**src/rtl/compare_unit_if.sv**
```systemverilog
// Request/response bundle for the compare unit: valid/ready request side
// carrying operands, op and tag; valid/ready response side carrying the
// selected result, raw integer flags, FP invalid flag and the returned tag.
interface compare_unit_if #(
    parameter int WIDTH = 64,
    parameter int TAG_W = 5
);
    logic             in_valid;
    logic             in_ready;
    logic [WIDTH-1:0] a;
    logic [WIDTH-1:0] b;
    logic [2:0]       op;
    logic [TAG_W-1:0] tag;

    logic             out_valid;
    logic             out_ready;
    logic             result;
    logic             eq;
    logic             lt_u;
    logic             lt_s;
    logic             fflag_nv;
    logic             illegal_op;
    logic [TAG_W-1:0] out_tag;

    // Requester / result consumer side.
    modport master (
        output in_valid, a, b, op, tag, out_ready,
        input  in_ready, out_valid, result, eq, lt_u, lt_s,
               fflag_nv, illegal_op, out_tag
    );

    // Compare unit side.
    modport slave (
        input  in_valid, a, b, op, tag, out_ready,
        output in_ready, out_valid, result, eq, lt_u, lt_s,
               fflag_nv, illegal_op, out_tag
    );
endinterface

```
**src/rtl/compare_unit.sv**
```systemverilog
// Two-stage pipelined compare unit. Stage 1 computes the integer
// subtract-based flags, the FP operand classes and the magnitude ordering;
// stage 2 selects the per-op result and invalid flag into the output
// registers. Both stages freeze while the consumer holds off a result.
module compare_unit #(
    parameter int WIDTH = 64,
    parameter int EXP_W = 11,
    parameter int TAG_W = 5
) (
    input logic            clk,
    input logic            reset,
    compare_unit_if.slave  bus
);
    localparam int MANT_W = WIDTH - 1 - EXP_W;

    typedef enum logic [2:0] {
        OP_EQ   = 3'b000,
        OP_LT   = 3'b001,
        OP_LTU  = 3'b010,
        OP_FEQ  = 3'b011,
        OP_FLT  = 3'b100,
        OP_FLE  = 3'b101,
        OP_RSV6 = 3'b110,
        OP_RSV7 = 3'b111
    } op_e;

    typedef struct packed {
        logic nan;
        logic snan;
        logic zero;
        logic sign;
    } fclass_t;

    function automatic fclass_t classify(input logic [WIDTH-1:0] x);
        fclass_t c;
        logic    exp_ones;
        logic    mant_nz;
        exp_ones = &x[WIDTH-2 -: EXP_W];
        mant_nz  = |x[MANT_W-1:0];
        c.nan    = exp_ones & mant_nz;
        c.snan   = exp_ones & mant_nz & ~x[MANT_W-1];
        c.zero   = ~|x[WIDTH-2:0];
        c.sign   = x[WIDTH-1];
        return c;
    endfunction

    // Handshake: a held-off result freezes the whole pipe.
    logic stall;
    logic advance;
    logic accept;

    assign stall        = bus.out_valid & ~bus.out_ready;
    assign advance      = ~stall;
    assign accept       = bus.in_valid & advance;
    assign bus.in_ready = advance;

    // A - B as A + ~B + 1; carry-out clear means A < B unsigned.
    logic [WIDTH:0] diff;
    logic           d_eq;
    logic           d_lt_u;
    logic           d_lt_s;
    logic           d_mag_lt;
    logic           d_mag_eq;

    assign diff     = {1'b0, bus.a} + {1'b0, ~bus.b} + {{WIDTH{1'b0}}, 1'b1};
    assign d_eq     = (diff[WIDTH-1:0] == '0);
    assign d_lt_u   = ~diff[WIDTH];
    // Differing signs decide directly, so signed overflow of S never matters.
    assign d_lt_s   = (bus.a[WIDTH-1] != bus.b[WIDTH-1]) ? bus.a[WIDTH-1]
                                                          : diff[WIDTH-1];
    assign d_mag_lt = (bus.a[WIDTH-2:0] <  bus.b[WIDTH-2:0]);
    assign d_mag_eq = (bus.a[WIDTH-2:0] == bus.b[WIDTH-2:0]);

    // Stage 1 registers.
    logic             s1_valid;
    logic             s1_eq;
    logic             s1_lt_u;
    logic             s1_lt_s;
    logic             s1_mag_lt;
    logic             s1_mag_eq;
    fclass_t          s1_a_cls;
    fclass_t          s1_b_cls;
    op_e              s1_op;
    logic [TAG_W-1:0] s1_tag;

    // Stage 1 occupancy: loads the request valid whenever the pipe moves.
    always_ff @(posedge clk) begin
        // NOTE: sequential state uses non-blocking assignments so every
        // register samples pre-edge values regardless of statement order.
        if (reset) begin
            s1_valid <= 1'b0;
        end else if (advance) begin
            s1_valid <= bus.in_valid;
        end
    end

    // Stage 1 payload: captured only on an accepted request.
    always_ff @(posedge clk) begin
        // NOTE: payload registers carry no reset; s1_valid alone gates their
        // use, so resetting them would only add fan-out on the reset net.
        if (accept) begin
            s1_eq     <= d_eq;
            s1_lt_u   <= d_lt_u;
            s1_lt_s   <= d_lt_s;
            s1_mag_lt <= d_mag_lt;
            s1_mag_eq <= d_mag_eq;
            s1_a_cls  <= classify(bus.a);
            s1_b_cls  <= classify(bus.b);
            s1_op     <= op_e'(bus.op);
            s1_tag    <= bus.tag;
        end
    end

    // Stage 2 selection logic.
    logic both_zero;
    logic any_nan;
    logic any_snan;
    logic f_eq;
    logic f_lt;
    logic res_d;
    logic nv_d;
    logic ill_d;

    // FP ordering in sign-magnitude form, then per-op result/flag selection.
    always_comb begin
        // NOTE: every output gets a default first so no path leaves a value
        // unassigned, which would otherwise infer a latch.
        f_lt      = 1'b0;
        res_d     = 1'b0;
        nv_d      = 1'b0;
        ill_d     = 1'b0;
        both_zero = s1_a_cls.zero & s1_b_cls.zero;
        any_nan   = s1_a_cls.nan | s1_b_cls.nan;
        any_snan  = s1_a_cls.snan | s1_b_cls.snan;
        f_eq      = both_zero | ((s1_a_cls.sign == s1_b_cls.sign) & s1_mag_eq);

        if (both_zero) begin
            f_lt = 1'b0;
        end else if (s1_a_cls.sign != s1_b_cls.sign) begin
            f_lt = s1_a_cls.sign;
        end else if (s1_a_cls.sign) begin
            // Both negative: larger magnitude is the smaller value.
            f_lt = ~s1_mag_lt & ~s1_mag_eq;
        end else begin
            f_lt = s1_mag_lt;
        end

        case (s1_op)
            OP_EQ:   res_d = s1_eq;
            OP_LT:   res_d = s1_lt_s;
            OP_LTU:  res_d = s1_lt_u;
            OP_FEQ: begin
                res_d = ~any_nan & f_eq;
                nv_d  = any_snan;
            end
            OP_FLT: begin
                res_d = ~any_nan & f_lt;
                nv_d  = any_nan;
            end
            OP_FLE: begin
                res_d = ~any_nan & (f_lt | f_eq);
                nv_d  = any_nan;
            end
            default: ill_d = 1'b1;
        endcase
    end

    // Output registers.
    logic             out_valid_q;
    logic             result_q;
    logic             eq_q;
    logic             lt_u_q;
    logic             lt_s_q;
    logic             nv_q;
    logic             ill_q;
    logic [TAG_W-1:0] tag_q;

    // Stage 2: moves stage 1 into the outputs; bubbles clear out_valid only.
    always_ff @(posedge clk) begin
        if (reset) begin
            out_valid_q <= 1'b0;
            result_q    <= 1'b0;
            eq_q        <= 1'b0;
            lt_u_q      <= 1'b0;
            lt_s_q      <= 1'b0;
            nv_q        <= 1'b0;
            ill_q       <= 1'b0;
            tag_q       <= '0;
        end else if (advance) begin
            out_valid_q <= s1_valid;
            if (s1_valid) begin
                result_q <= res_d;
                eq_q     <= s1_eq;
                lt_u_q   <= s1_lt_u;
                lt_s_q   <= s1_lt_s;
                nv_q     <= nv_d;
                ill_q    <= ill_d;
                tag_q    <= s1_tag;
            end
        end
    end

    assign bus.out_valid  = out_valid_q;
    assign bus.result     = result_q;
    assign bus.eq         = eq_q;
    assign bus.lt_u       = lt_u_q;
    assign bus.lt_s       = lt_s_q;
    assign bus.fflag_nv   = nv_q;
    assign bus.illegal_op = ill_q;
    assign bus.out_tag    = tag_q;
endmodule

```
**src/flat_wrapper.sv**
```systemverilog
// flat-port wrapper written by rule: the top's interface ports become plain ports
module compare_unit_flat 
#(
    parameter int WIDTH = 64,
    parameter int EXP_W = 11,
    parameter int TAG_W = 5
)
  (clk, reset, bus_in_valid, bus_a, bus_b, bus_op, bus_tag, bus_out_ready, bus_in_ready, bus_out_valid, bus_result, bus_eq, bus_lt_u, bus_lt_s, bus_fflag_nv, bus_illegal_op, bus_out_tag);
  compare_unit_if #(.WIDTH(WIDTH), .TAG_W(TAG_W)) bus_i ();
  input logic clk;
  input logic reset;
  input wire logic [$bits(bus_i.in_valid)-1:0] bus_in_valid;
  input wire logic [$bits(bus_i.a)-1:0] bus_a;
  input wire logic [$bits(bus_i.b)-1:0] bus_b;
  input wire logic [$bits(bus_i.op)-1:0] bus_op;
  input wire logic [$bits(bus_i.tag)-1:0] bus_tag;
  input wire logic [$bits(bus_i.out_ready)-1:0] bus_out_ready;
  output wire logic [$bits(bus_i.in_ready)-1:0] bus_in_ready;
  output wire logic [$bits(bus_i.out_valid)-1:0] bus_out_valid;
  output wire logic [$bits(bus_i.result)-1:0] bus_result;
  output wire logic [$bits(bus_i.eq)-1:0] bus_eq;
  output wire logic [$bits(bus_i.lt_u)-1:0] bus_lt_u;
  output wire logic [$bits(bus_i.lt_s)-1:0] bus_lt_s;
  output wire logic [$bits(bus_i.fflag_nv)-1:0] bus_fflag_nv;
  output wire logic [$bits(bus_i.illegal_op)-1:0] bus_illegal_op;
  output wire logic [$bits(bus_i.out_tag)-1:0] bus_out_tag;
  assign bus_i.in_valid = bus_in_valid;
  assign bus_i.a = bus_a;
  assign bus_i.b = bus_b;
  assign bus_i.op = bus_op;
  assign bus_i.tag = bus_tag;
  assign bus_i.out_ready = bus_out_ready;
  assign bus_in_ready = bus_i.in_ready;
  assign bus_out_valid = bus_i.out_valid;
  assign bus_result = bus_i.result;
  assign bus_eq = bus_i.eq;
  assign bus_lt_u = bus_i.lt_u;
  assign bus_lt_s = bus_i.lt_s;
  assign bus_fflag_nv = bus_i.fflag_nv;
  assign bus_illegal_op = bus_i.illegal_op;
  assign bus_out_tag = bus_i.out_tag;
  compare_unit #(.WIDTH(WIDTH), .EXP_W(EXP_W), .TAG_W(TAG_W)) u_core (.clk(clk), .reset(reset), .bus(bus_i));
endmodule
```
**config.mk**
```make
export PLATFORM = sky130hd
export DESIGN_NAME = compare_unit_flat
export DESIGN_NICKNAME = d
export VERILOG_FILES = /design/src/rtl/compare_unit_if.sv /design/src/rtl/compare_unit.sv /design/src/flat_wrapper.sv
export SDC_FILE = /design/constraint.sdc
export NUM_CORES = 1
export LEC_CHECK = 0
export BUFFER_PORTS_ARGS = -buffer_cell sky130_fd_sc_hd__buf_2
export CAP_MARGIN = 20
export CORE_AREA = 2 2 105 107
export DETAILED_ROUTE_END_ITERATION = 7
export DIE_AREA = 0 0 107 109
export MAX_ROUTING_LAYER = met4
export PLACE_DENSITY = 0.95
export SLEW_MARGIN = 5
export SYNTH_ARGS = -nofsm -noshare
export SYNTH_HDL_FRONTEND = slang
export SYNTH_SLANG_ARGS = --single-unit
```
**constraint.sdc**
```tcl
create_clock -name clk -period 9.1 [get_ports clk]
set_input_delay 1.82 -clock clk [delete_from_list [all_inputs] [get_ports clk]]
set_output_delay 1.82 -clock clk [all_outputs]
set_load 0.05 [all_outputs]
```
## Word level (Yosys, flattened, before mapping)

Cells that the tools add are included.
W data, S select, Z words.

| cells by class | value |
|---|---|
| equality and inequality tests | 9 |
| bitwise logic cells | 25 |
| muxes and demuxes | 7 |
| $add $sub $neg | 2 |
| reduce and logical (&&, ||, !) cells | 13 |
| order comparisons | 1 |

Operator list:

| cell | number |
|---|---|
| $reduce_or A63 Y1 | 2 |
| $reduce_or A52 Y1 | 2 |
| $add A64 B64 Y65 | 1 |
| $add A65 B1 Y65 const B | 1 |
| $logic_not A64 Y1 | 1 |
| $not A64 Y64 | 1 |
| $eq A63 B63 Y1 | 1 |
| $lt A63 B63 Y1 | 1 |
| $reduce_and A11 Y1 | 2 |
| $and A1 B1 Y1 | 12 |
| $not A1 Y1 | 8 |
| $eq A3 B2 Y1 const B | 2 |
| $eq A3 B3 Y1 const B | 2 |
| $pmux W1 S6 | 1 |
| $reduce_or A6 Y1 | 1 |
| $mux W1 | 5 |
| $or A1 B1 Y1 | 4 |
| $eq A3 B1 Y1 const B | 1 |
| $logic_not A3 Y1 | 1 |
| $logic_not A1 Y1 | 2 |
| $ne A1 B1 Y1 | 2 |
| $pmux W1 S2 | 1 |
| $reduce_and A2 Y1 | 1 |
| $reduce_or A2 Y1 | 1 |
| $eq A1 B1 Y1 | 1 |

| storage, ports and cells | value |
|---|---|
| output and inout bits | 13 |
| input port bits | 140 |
| logic and storage cells | 81 |
| bits in registers | 34 |

## Logic depth before layout (Yosys ltp)

Gate-level depths: netlist of run 1.

| logic depth | value |
|---|---|
| depth in word-level cells | 8 |
| gate-level depth with buffers | 25 |
| mapped depth without buffers | 23 |

## Worst setup path before layout of run 1

No wires, ideal clock.

| path | value |
|---|---|
| path kind | input to register |
| start point | in bus_b[21] |
| end point | reg u_core.s1_eq (data pin) |
| data required time | 8.930 ns |
| arrival | 6.554 ns |
| setup slack | 2.376 ns |
| cell stages on the path | 25 |
| setup time | 0.170 ns |
| buffers on the path | 2 |
| path through | inv_1 ha_1 buf_2 nand4_1 or3_1 a311o_1 nand3_2 o31a_1 a21o_1 buf_2 a21oi_1 o21ai_0 a21oi_1 fa_1 o21ai_0 a2111oi_2 o221ai_1 or4_1 nor3_2 o2111ai_1 nor4_1 nand4_1 nor4_1 nand4_1 nor4_2 |

| between the ends | value |
|---|---|
| longest elaborated chain between the ends | 4 |

Ends and longest elaborated chain:

| element | line | source |
|---|---|---|
| from (decl) | flat_wrapper.sv:14 | `input wire logic [$bits(bus_i.b)-1:0] bus_b;` |
| $not A64 Y64 | compare_unit.sv:65 | `assign diff = {1'b0, bus.a} + {1'b0, ~bus.b} + {{WIDTH{1'b0}}, 1'b1};` |
| $add A64 B64 Y65 | compare_unit.sv:65 |  |
| $add A65 B1 Y65 | compare_unit.sv:65 |  |
| $logic_not A64 Y1 | compare_unit.sv:66 | `assign d_eq = (diff[WIDTH-1:0] == '0);` |
| named net u_core.d_eq | compare_unit.sv:59 | `logic d_eq;` |
| to (signal assigned) | compare_unit.sv:102 | `s1_eq <= d_eq;` |
| to (decl) | compare_unit.sv:76 | `logic s1_eq;` |

The timed path passes the listed nets, and every way through them passes these cells.
A chain may end at the register's enable or synchronous reset.

## Worst setup path after layout of run 1

| path | value |
|---|---|
| start point | in bus_b[24] |
| end point | reg u_core.s1_eq (data pin) |

Same word-level chain as after synthesis.

==> summary.md, run 1 <==
| Metric | Value |
|---|---|
| Status | `complete, no violations` |
| Setup bufs post-CTS | `0` |
| Post-route DRC | `0` |
| Setup tns final | `0 ns` |
| P&R area growth vs syn | `12.8%` |
| Root buffer cell | `clkbuf_8` |
| Place WS | `1.37 ns` |
| Met3 wire length | `2.02 mm` |
| Mapped Nets | `1,064` |
| Ports | `153` |
| H-Tree Depth | `2` |
| GRT Overall Usage | `36.8%` |
| Number of synthesized flops with an enable pin | `21` |
| Max Cap Viol | `0` |
| Clk buf depth | `2` |
| Post-synthesis cell area | `0.00613 mm²` |
| Max-slew violations | `0` |
| Setup-failing EPs final | `0` |
| Port buffer count | `152` |
| Crit Path Class | `primary input to register` |
| Routability Congestion | `1.05` |
| Worst min-delay path category | `register to register` |
| Synth cell types | `91` |
| Core region area | `0.0106 mm²` |
| Slew @ Worst Pin | `0.989 ns` |
| Gate Count Post-Synth | `859` |
| Vias in the first global route | `6,575` |
| 1st-iter DRT viols | `617` |
| DR vias/cell | `6.35` |
| # fillers | `986` |
| Top Metal Used | `met4` |
| P_leak | `3.08 nW` |
| First-pass GRT wire length | `32.8 mm` |
| Final ANT Viol Nets | `0` |
| Wire length per cell | `18.7 µm` |
| Sequential share of the synthesized area | `14.5%` |
| Syn. warnings | `0` |
| DPL Wire Length | `18.0 mm` |
| Hold Fails Final Rpt | `0` |
| Via Count | `7,135` |
| Final net count | `1,186` |
| PostCTS Resize Cnt | `0` |
| Max VDD drop | `0.000112 V` |
| Clock Sinks | `34` |
| Synthesized flop and latch total | `34` |
| Slew HR | `34.1%` |
| Clock Skew | `0.00163 ns` |
| Reg clk slew, reported paths | `0.06 ns` |
| Die height | `109 µm` |
| Min Hold Slack | `0.457 ns` |
| Final worst path period share | `83.9%` |
| Fraction of layout cells with a size suffix above 1 | `20.3%` |
| Chip Width | `107 µm` |
| Pre-antenna DRT Iters | `5` |
| Crit end category | `register` |
| WL met1 | `9.05 mm` |
| Top_reg_cell synth | `edfxtp_1` |
| Total gr overflow | `0` |
| CP startpoint kind | `primary input` |
| Family with the most delay on the worst path | `compound AO/OA/AOI/OAI gates` |
| Fmax | `0.131 GHz` |
| Antenna violations before repair | `1` |
| Row cnt | `38` |
| CTS Buf Count | `5` |
| Detailed Route WL | `21.0 mm` |
| CP max-delay cell | `ha_1` |
| Crit path buffers/inverters | `2` |
| Ys async rst share | `0%` |
| Largest stage delay, worst path | `0.54 ns` |
| Pwr Density | `101 mW/mm²` |
| Setup WS post-layout | `1.46 ns` |
| Die area | `0.0117 mm²` |
| Final min period | `7.64 ns` |
| CTS tree | `built` |
| Worst EP arrival | `7.75 ns` |
| RSZ-0062 raised after global routing | `false` |
| Hold buffers post-CTS | `0` |
| Worst skew pair latency | `0.28 ns` |
| CP Cell Sequence | `buf_2 > inv_1 > ha_1 > a21oi_1 > o21ai_0 > o221ai_1 > a2111oi_0 > o31a_1 > a21o_1 > a21oi_1 > o21ai_0 > a21oi_1 > fa_1 > o21ai_0 > a2111oi_2 > o221ai_1 > or4_1 > nor3_2 > o2111ai_1 > nor4_1 > nand4_1 > nor4_1 > nand4_1 > nor4_2` |
| Worst path required time | `9.21 ns` |
| CP max FO | `12` |
| Largest net degree at the start of global routing | `23` |
| Mapped Avg Cell Area | `7.13 µm²` |
| Routed wl met2 | `9.23 mm` |
| Initial Util | `57.8%` |
-- stage by stage --
stage / utilization [%] / std cells / area (µm²) / power (mW)
after detailed placement: 64.4 / 1114 / 6830 / 0.588
after CTS: 65.1 / 1122 / 6910 / 0.691
after floorplan: - / 859 / 6130 / 0.474
after global placement: 64.4 / 1114 / 6830 / 0.588
after global routing: 65.2 / 1123 / 6910 / 0.749
final: 65.2 / 1123 / 6910 / 0.701
-- synthesized netlist by cell type, types with 9 or more instances --
| cell type | instances | share of area [%] |
|---|---|---|
| a21o_1 | 15 | 1.8 |
| a21oi_1 | 89 | 7.3 |
| a31oi_1 | 13 | 1.3 |
| buf_6 | 9 | 1.7 |
| clkbuf_1 | 16 | 0.98 |
| dfxtp_1 | 13 | 4.2 |
| edfxtp_1 | 21 | 10 |
| ha_1 | 64 | 13 |
| inv_1 | 84 | 5.1 |
| nand2_1 | 98 | 6.0 |
| nand3_1 | 25 | 2.0 |
| nand4_1 | 33 | 3.4 |
| nor2_1 | 46 | 2.8 |
| nor2b_1 | 11 | 1.1 |
| nor3_1 | 16 | 1.3 |
| nor4_1 | 45 | 4.6 |
| o21a_1 | 21 | 2.6 |
| o21ai_0 | 43 | 3.5 |
| xnor2_1 | 20 | 2.9 |
| xor2_1 | 15 | 2.1 |
-- cell usage in the layout (no fill, tap or decap), types with 5 or more instances in the layout --
cell type,instances
nor2_1,46
o211ai_1,8
buf_2,152
nand2_1,98
a21o_1,15
nand2b_1,5
nand3_1,25
dfxtp_1,13
a21oi_1,89
o21bai_1,7
and2_1,5
inv_1,84
xnor2_1,20
edfxtp_1,21
a31oi_1,13
a211oi_1,8
nor4_1,45
o21ai_0,43
and3_1,5
nor3_1,16
xor2_1,15
ha_1,64
o21a_1,21
o21ai_1,5
clkbuf_8,5
or3_1,6
nor2b_1,11
nand4_1,33
-- flip-flops by register name, indices dropped and copies added (netlist names) --
name and flops:
u_core.bus.out_tag 5, u_core.s1_tag 5, u_core.s1_a_cls 4, u_core.s1_b_cls 4, u_core.s1_op 3, u_core.bus.eq 1, u_core.bus.fflag_nv 1, u_core.bus.illegal_op 1
u_core.bus.lt_s 1, u_core.bus.lt_u 1, u_core.bus.out_valid 1, u_core.bus.result 1, u_core.s1_eq 1, u_core.s1_lt_s 1, u_core.s1_lt_u 1, u_core.s1_mag_eq 1
u_core.s1_mag_lt 1, u_core.s1_valid 1
-- cells by family (layout without fill, tap and decap cells) --
group                    after synthesis  in the layout  share of synthesized area [%]
flip-flops                            34             34                           14.5
multiplexers                           5              5                          0.837
buffers and inverters                122            245                           9.09
AND/OR/NAND/NOR                      323            323                           27.2
XOR/XNOR                              35             35                           5.00
AO/OA/AOI/OAI                        275            275                           29.9
other                                  0              1                              0
adder cells (fa/ha/maj)               65             65                           13.4
-- final timing paths --
path	startpoint	to	slack, ns	cells past startpoint
worst max-delay path	bus_b[24]	u_core.s1_eq	1.46	24
worst min-delay path	u_core.bus.out_tag[2]	u_core.bus.out_tag[2]	0.46	2
worst max register to register	u_core.bus.out_valid	u_core.s1_tag[4]	7.43	2
worst min register to register	u_core.bus.out_tag[2]	u_core.bus.out_tag[2]	0.46	2
-- power breakdown --
part	internal [mW]	switching [mW]	leakage, nW
combinational	0.157	0.264	2.72
sequential	0.173	0.00441	0.315
clock	0.0525	0.0494	0.0426
total	0.383	0.318	3.08
-- routing by layer --
| layer | up-vias | GRT usage (%) |
|---|---|---|
| met1 | 3230 | 49.1 |
| met4 | 0 | 12.3 |
| met2 | 390 | 57.7 |
| met3 | 52 | 5.26 |
| met5 | - | - |
| li1 | 3463 | - |
-- tightest hold or removal path, delay by kind of cell (launching register included) --
| family | cells | cell delay, ns |
|---|---|---|
| and+or+nand+nor | 1 | 0.05 |
| AOI/OAI and AO/OA | 1 | 0.05 |
| DFF | 1 | 0.31 |
-- final cells by class --
type                    count  area, µm²  area share (%)
clock inverters             2       8.76           0.127
well taps                 140        175            2.54
multi-input cells         703       4680            67.7
clock buffers               6       72.6            1.05
diodes                      1       2.50          0.0362
inverters                  85        319            4.62
repair buffers            152        761            11.0
flip-flops and latches     34        891            12.9
Note: power is estimated with default switching activity, not from simulation.
==> run 2, diff against run 1 <==
- ABC_AREA: default -> 1
- CORE_AREA: 2 2 105 107 -> 2 2 124 126
- DIE_AREA: 0 0 107 109 -> 0 0 126 128
- PLACE_DENSITY: 0.95 -> 0.87
- clock period: 9.1 -> 7 ns (I/O delays scaled with it)
==> summary.md, run 2 <==
| Metric | Value |
|---|---|
| H-Tree Depth | `2 (unchanged)` |
| Final worst path period share | `66.6%` |
| Final ANT Viol Nets | `0 (unchanged)` |
| Final core occ | `58.1% (was 65.2%)` |
| Root buffer cell | `clkbuf_16 (was clkbuf_8)` |
| Setup bufs post-CTS | `0 (unchanged)` |
| Ys async rst share | `0% (unchanged)` |
| Mapped Avg Cell Area | `5.26 µm² (was 7.13 µm²)` |
| Slew @ Worst Pin | `0.971 ns (was 0.989 ns)` |
| Worst EP arrival | `4.69 ns (was 7.75 ns)` |
| Largest stage delay, worst path | `0.48 ns (was 0.54 ns)` |
| Syn. warnings | `0 (unchanged)` |
| Final net count | `1,789 (was 1,186)` |
| Max-slew violations | `0 (unchanged)` |
| Status | `complete, no violations (unchanged)` |
| Post-route DRC | `0 (unchanged)` |
| Row cnt | `45 (was 38)` |
| Detailed Route WL | `28.2 mm (was 21.0 mm)` |
| CTS Buf Count | `5 (unchanged)` |
| Fmax | `0.214 GHz` |
| Die area | `0.0161 mm² (was 0.0117 mm²)` |
| Final min period | `4.66 ns` |
| Crit end category | `register (unchanged)` |
| DPL Wire Length | `25.0 mm (was 18.0 mm)` |
| Hold buffers post-CTS | `0 (unchanged)` |
| Mapped Nets | `1,631 (was 1,064)` |
| Top cells by count, synth | `nand2_1 (440), inv_1 (311), nor2_1 (169) (was nand2_1 (98), a21oi_1 (89), inv_1 (84))` |
| Overall power | `1.07 mW (was 0.701 mW)` |
| Post-synthesis cell area | `0.00750 mm² (was 0.00613 mm²)` |
| Place WS | `2.13 ns (was 1.37 ns)` |
| Pwr Density | `124 mW/mm² (was 101 mW/mm²)` |
| Most used cell, CP | `nor2_1` |
| Initial Util | `50.5% (was 57.8%)` |
| Die height | `128 µm (was 109 µm)` |
| Clock Skew | `0.00438 ns (was 0.00163 ns)` |
| Finished Layout Cells | `1,773 (was 1,123)` |
| Inst Count DP | `1,765 (was 1,114)` |
| CP max FO | `5 (was 12)` |
| # fillers | `1,612 (was 986)` |
| Clock Sinks | `34 (unchanged)` |
| First-pass GRT wire length | `43.6 mm (was 32.8 mm)` |
| Chip Width | `126 µm (was 107 µm)` |
| Fraction of layout cells with a size suffix above 1 | `13.2% (was 20.3%)` |
| Setup-failing EPs final | `0 (unchanged)` |
| Ports | `153 (unchanged)` |
| Commonest non-fill, non-tap cell in the layout | `nand2_1 (was buf_2)` |
| CP Cell Sequence | `buf_2 > inv_1 > ha_1 > a21oi_1 > o21ai_0 > a21oi_1 > o21bai_1 > a21oi_1 > nand2_1 > a221oi_1 > fa_1 > and3_1 > nand3_1 > nor2_1 > nand3_1 > nor2_1 > nand2_1 > nor2_1 > nand3_1 > nor2_1 > nand2_1 > nor2_1 > nand3_1 > nor2_1 (was buf_2 > inv_1 > ha_1 > a21oi_1 > o21ai_0 > o221ai_1 > a2111oi_0 > o31a_1 > a21o_1 > a21oi_1 > o21ai_0 > a21oi_1 > fa_1 > o21ai_0 > a2111oi_2 > o221ai_1 > or4_1 > nor3_2 > o2111ai_1 > nor4_1 > nand4_1 > nor4_1 > nand4_1 > nor4_2)` |
| Total gr overflow | `0 (unchanged)` |
| Top cell type's share of synthesized area | `22.0% (was 13.1%)` |
| Port buffer count | `152 (unchanged)` |
| Ant diodes | `0 (was 1)` |
| Clk buf depth | `2 (unchanged)` |
| Fin area | `0.00864 mm² (was 0.00691 mm²)` |
| Count leader, synth | `nand2_1 (unchanged)` |
| Vias in the first global route | `8,654 (was 6,575)` |
| Wire length per cell | `15.9 µm (was 18.7 µm)` |
| CP max-delay cell | `fa_1 (was ha_1)` |
| Top cells by area, synth | `nand2_1 (22%), inv_1 (16%), ha_1 (11%) (was ha_1 (13%), edfxtp_1 (10%), a21oi_1 (7.3%))` |
| Max Cap Viol | `0 (unchanged)` |
| Placement Cell Area | `0.00849 mm² (was 0.00683 mm²)` |
| Top_reg_cell synth | `edfxtp_1 (unchanged)` |
| CTS tree | `built (unchanged)` |
| CP startpoint kind | `primary input (unchanged)` |
| Routability Congestion | `1.03 (was 1.05)` |
| Gate Count Post-Synth | `1,426 (was 859)` |
| Setup WS post-layout | `2.34 ns (was 1.46 ns)` |
| GRT Overall Usage | `35.4% (was 36.8%)` |
| Worst skew pair latency | `0.28 ns (about the same)` |
| Antenna violations before repair | `0 (was 1)` |
| Core region area | `0.0149 mm² (was 0.0106 mm²)` |
| Via Count | `9,421 (was 7,135)` |
| Worst min-delay path category | `register to register (unchanged)` |
| Synthesized flop and latch total | `34 (unchanged)` |
| Hold Fails Final Rpt | `0 (unchanged)` |
| Sequential share of the synthesized area | `11.9% (was 14.5%)` |
| Pre-antenna DRT Iters | `5 (unchanged)` |
| Worst path required time | `7.03 ns (was 9.21 ns)` |
| Max VDD drop | `0.0000976 V (was 0.000112 V)` |
| Number of synthesized flops with an enable pin | `21 (unchanged)` |
| Most frequent cells in the layout | `nand2_1 (440), inv_1 (311), nor2_1 (169) (was buf_2 (152), nand2_1 (98), a21oi_1 (89))` |
| P&R area growth vs syn | `15.2% (was 12.8%)` |
| Crit Path Class | `primary input to register (unchanged)` |
| Slew HR | `34.7% (was 34.1%)` |
| Min Hold Slack | `0.467 ns (was 0.457 ns)` |
| Setup tns final | `0 ns (unchanged)` |
| P_leak | `4.98 nW (was 3.08 nW)` |
| DR vias/cell | `5.31 (was 6.35)` |
| Synth cell types | `42 (was 91)` |
| RSZ-0062 raised after global routing | `false (unchanged)` |
| Largest area contributor in the netlist | `nand2_1 (was ha_1)` |
| PostCTS Resize Cnt | `0 (unchanged)` |
| 1st-iter DRT viols | `855 (was 617)` |
| Largest net degree at the start of global routing | `22 (was 23)` |
| Reg clk slew, reported paths | `0.05 ns (was 0.06 ns)` |
==> run 2: cell types whose count changed in the layout (fill, tap and decap cells not counted), moves of 12 or more <==
cell / before / now
nand3_1: 25 / 89
nor2_1: 46 / 169
inv_1: 84 / 311
nand2_1: 98 / 440
a31oi_1: 13 / 1
xnor2_1: 20 / 0
a21o_1: 15 / 1
xor2_1: 15 / 2
nand2_2: 1 / 22
o21a_1: 21 / 2
==> run 2: final timing paths <==
check / startpoint / endpoint / slack, ns / depth (start not counted)
max: bus_b[30] / u_core.s1_eq / 2.34 / 24
min reg2reg: u_core.bus.result / u_core.bus.result / 0.47 / 2
max reg2reg: u_core.bus.out_valid / u_core.bus.out_tag[4] / 5.00 / 6
min: u_core.bus.result / u_core.bus.result / 0.47 / 2
==> run 2: cell type report <==
cell class	instances	area (µm²)	area share, %
flip-flops and latches	34	891	10.3
inverters	316	1190	13.7
clock buffers	7	143	1.65
repair buffers	152	761	8.81
multi-input cells	1075	5420	62.7
well taps	188	235	2.72
clock inverters	1	5.00	0.0579
==> run 2: power breakdown <==
part	total (mW)	internal (mW)	switching (mW)	leakage (nW)
clock	0.213	0.141	0.0724	0.0739
sequential	0.232	0.226	0.00576	0.317
combinational	0.623	0.203	0.420	4.59
==> run 2: per-layer routing <==
layer / part of all wire (%) / global-route usage [%] / vias to the layer above
li1: - / - / 4852
met1: 44 / 45.5 / 4184
met2: 46 / 60.7 / 354
met3: 7.0 / 2.88 / 31
met4: 2.4 / 8.14 / 0
met5: 0 / - / -
==> run 2: cell families after synthesis <==
group,share of synthesized area (%)
simple gates,48.7
flops,11.9
fa+ha+maj,10.9
xor+xnor,0.234
buf+inv,15.9
compound gates,12.4
==> run 2: worst max-delay path: cells and delay by family <==
| kind | cells | cell delay [ns] |
|---|---|---|
| compound gates | 6 | 1.41 |
| buf+inv | 2 | 0.13 |
| fa+ha+maj | 2 | 0.83 |
| simple gates | 14 | 0.92 |
==> run 3, diff against run 2 <==
- CORE_AREA: 2 2 124 126 -> 2 2 117 119
- DIE_AREA: 0 0 126 128 -> 0 0 119 121
- PLACE_DENSITY: 0.87 -> 0.92
- clock period: 7 -> 4.4 ns (I/O delays scaled with it)
==> summary.md, run 3 (synthesis results as in run 2) <==
| Metric | Value |
|---|---|
| Status | `complete, no violations (unchanged)` |
| Pre-antenna DRT Iters | `7 (was 5)` |
| Top Metal Used | `met4 (unchanged)` |
| DPL Wire Length | `25.1 mm (was 25.0 mm)` |
| Reg clk slew, reported paths | `0.05 ns (about the same)` |
| Clk buf depth | `2 (unchanged)` |
| Setup-failing EPs final | `0 (unchanged)` |
| Root buffer cell | `clkbuf_16 (unchanged)` |
| Fraction of layout cells with a size suffix above 1 | `15.0% (was 13.2%)` |
| Total gr overflow | `0 (unchanged)` |
| 1st-iter DRT viols | `891 (was 855)` |
| Routability Congestion | `1.07 (was 1.03)` |
| Commonest non-fill, non-tap cell in the layout | `nand2_1 (unchanged)` |
| First-pass GRT wire length | `45.1 mm (was 43.6 mm)` |
| WL met1 | `12.2 mm (was 12.5 mm)` |
| DR vias/cell | `5.55 (was 5.31)` |
| Routed wl met2 | `13.3 mm (was 13.0 mm)` |
| CTS Buf Count | `5 (unchanged)` |
| Port buffer count | `152 (unchanged)` |
| Reg area | `891 µm² (unchanged)` |
| Clock Sinks | `34 (unchanged)` |
| Slew HR | `47.7% (was 34.7%)` |
| CP startpoint kind | `primary input (unchanged)` |
| Place WS | `0.00851 ns (was 2.13 ns)` |
| Core region area | `0.0131 mm² (was 0.0149 mm²)` |
| Setup WS post-layout | `0.310 ns (was 2.34 ns)` |
| Die height | `121 µm (was 128 µm)` |
| P&R area growth vs syn | `18.6% (was 15.2%)` |
| Most frequent cells in the layout | `nand2_1 (439), inv_1 (311), nor2_1 (167) (was nand2_1 (440), inv_1 (311), nor2_1 (169))` |
| Fmax | `0.244 GHz` |
| Hold Fails Final Rpt | `0 (unchanged)` |
| Final ANT Viol Nets | `0 (unchanged)` |
| Crit end category | `register (unchanged)` |
| Row cnt | `42 (was 45)` |
| Fin area | `0.00889 mm² (was 0.00864 mm²)` |
| CP max FO | `5 (unchanged)` |
| Worst EP arrival | `4.13 ns (was 4.69 ns)` |
| Largest net degree at the start of global routing | `22 (unchanged)` |
| Initial Util | `57.3% (was 50.5%)` |
| Worst min-delay path category | `register to register (unchanged)` |
| Detailed Route WL | `29.1 mm (was 28.2 mm)` |
| Crit Path Class | `primary input to register (unchanged)` |
| Worst skew pair latency | `0.28 ns (about the same)` |
| Chip Width | `119 µm (was 126 µm)` |
| Max-slew violations | `0 (unchanged)` |
| Ports | `153 (unchanged)` |
| Final worst path period share | `93.0%` |
| Met3 wire length | `2.31 mm (was 1.97 mm)` |
| Slew @ Worst Pin | `0.781 ns (was 0.971 ns)` |
| Max VDD drop | `0.000186 V (was 0.0000976 V)` |
| Max Cap Viol | `0 (unchanged)` |
| Pwr Density | `208 mW/mm² (was 124 mW/mm²)` |
| H-Tree Depth | `2 (unchanged)` |
| Antenna violations before repair | `0 (unchanged)` |
| Via Count | `9,901 (was 9,421)` |
| CTS tree | `built (unchanged)` |
| Die area | `0.0144 mm² (was 0.0161 mm²)` |
| Final net count | `1,813 (was 1,789)` |
| Setup bufs post-CTS | `0 (unchanged)` |
| Ant diodes | `0 (unchanged)` |
| Hold buffers post-CTS | `0 (unchanged)` |
| Clock Skew | `0.00253 ns (was 0.00438 ns)` |
| Multi-input logic area | `0.00546 mm² (was 0.00542 mm²)` |
| Placement Cell Area | `0.00866 mm² (was 0.00849 mm²)` |
| Worst path required time | `4.43 ns (was 7.03 ns)` |
| Vias in the first global route | `9,039 (was 8,654)` |
| GRT Overall Usage | `40.7% (was 35.4%)` |
| Final min period | `4.09 ns` |
| Wire length per cell | `16.3 µm (was 15.9 µm)` |
| P_leak | `5.12 nW (was 4.98 nW)` |
| # fillers | `1,244 (was 1,612)` |
| Min Hold Slack | `0.479 ns (was 0.467 ns)` |
| Post-route DRC | `0 (unchanged)` |
run 3: final timing paths:
check	start	endpoint	slack, ns	cells past startpoint
worst max-delay path	bus_b[48]	u_core.s1_eq	0.31	26
worst min-delay path	u_core.s1_valid	u_core.s1_valid	0.48	2
worst max register to register	u_core.bus.out_valid	u_core.bus.eq	2.44	6
worst min register to register	u_core.s1_valid	u_core.s1_valid	0.48	2
run 3: layer usage:
metal	global-route usage, %	vias up
met5	-	-
li1	-	4892
met1	51.1	4445
met3	3.34	76
met4	15.9	0
met2	68.1	488
run 3: report_power, final:
group          internal [mW]  switching (mW)
Sequential             0.360          0.0116
Clock                  0.317           0.125
Combinational          0.349           0.683
Total                   1.03           0.820
run 3: timing repair:
action | CTS | global route
endpoints found under the hold margin | 0 | 0
gates resized for setup | 0 | 9
setup endpoints to repair | 0 | 1
run 3: stage by stage:
step | instances | TNS [ns] | utilization, % | total power, mW
after global routing | 1785 | -0.0489 | 67.9 | 1.96
final | 1785 | 0 | 67.9 | 1.85
after detailed placement | 1777 | 0 | 66.2 | 1.36
after CTS | 1785 | 0 | 67.6 | 1.81
after global placement | 1777 | 0 | 66.2 | 1.34
after floorplan | 1426 | 0 | - | 1.03
run 3: cell type report:
| type | count | area share (%) |
|---|---|---|
| clock inverter | 1 | 0.338 |
| timing repair buffer | 176 | 10.6 |
| clock buffer | 7 | 1.84 |
| multi-input combinational | 1075 | 61.4 |
| sequential | 34 | 10.0 |
| tap | 176 | 2.48 |
| inverter | 316 | 13.3 |
run 3: critical path, stage by stage:
cell,delay (ns)
buf_2,0.08
inv_1,0.05
ha_1,0.37
inv_1,0.10
o21ai_0,0.11
a21oi_1,0.22
o21ai_0,0.18
nand3_1,0.11
nand3_1,0.07
a21oi_1,0.19
nand2_2,0.13
a221oi_4,0.32
fa_1,0.48
and3_1,0.18
nand3_1,0.07
nor2_1,0.05
nand3_1,0.07
nor2_1,0.04
nand2_1,0.05
nor2_1,0.04
nand3_1,0.07
nor2_1,0.04
nand2_1,0.06
nor2_1,0.04
nand3_1,0.08
nor2_1,0.05
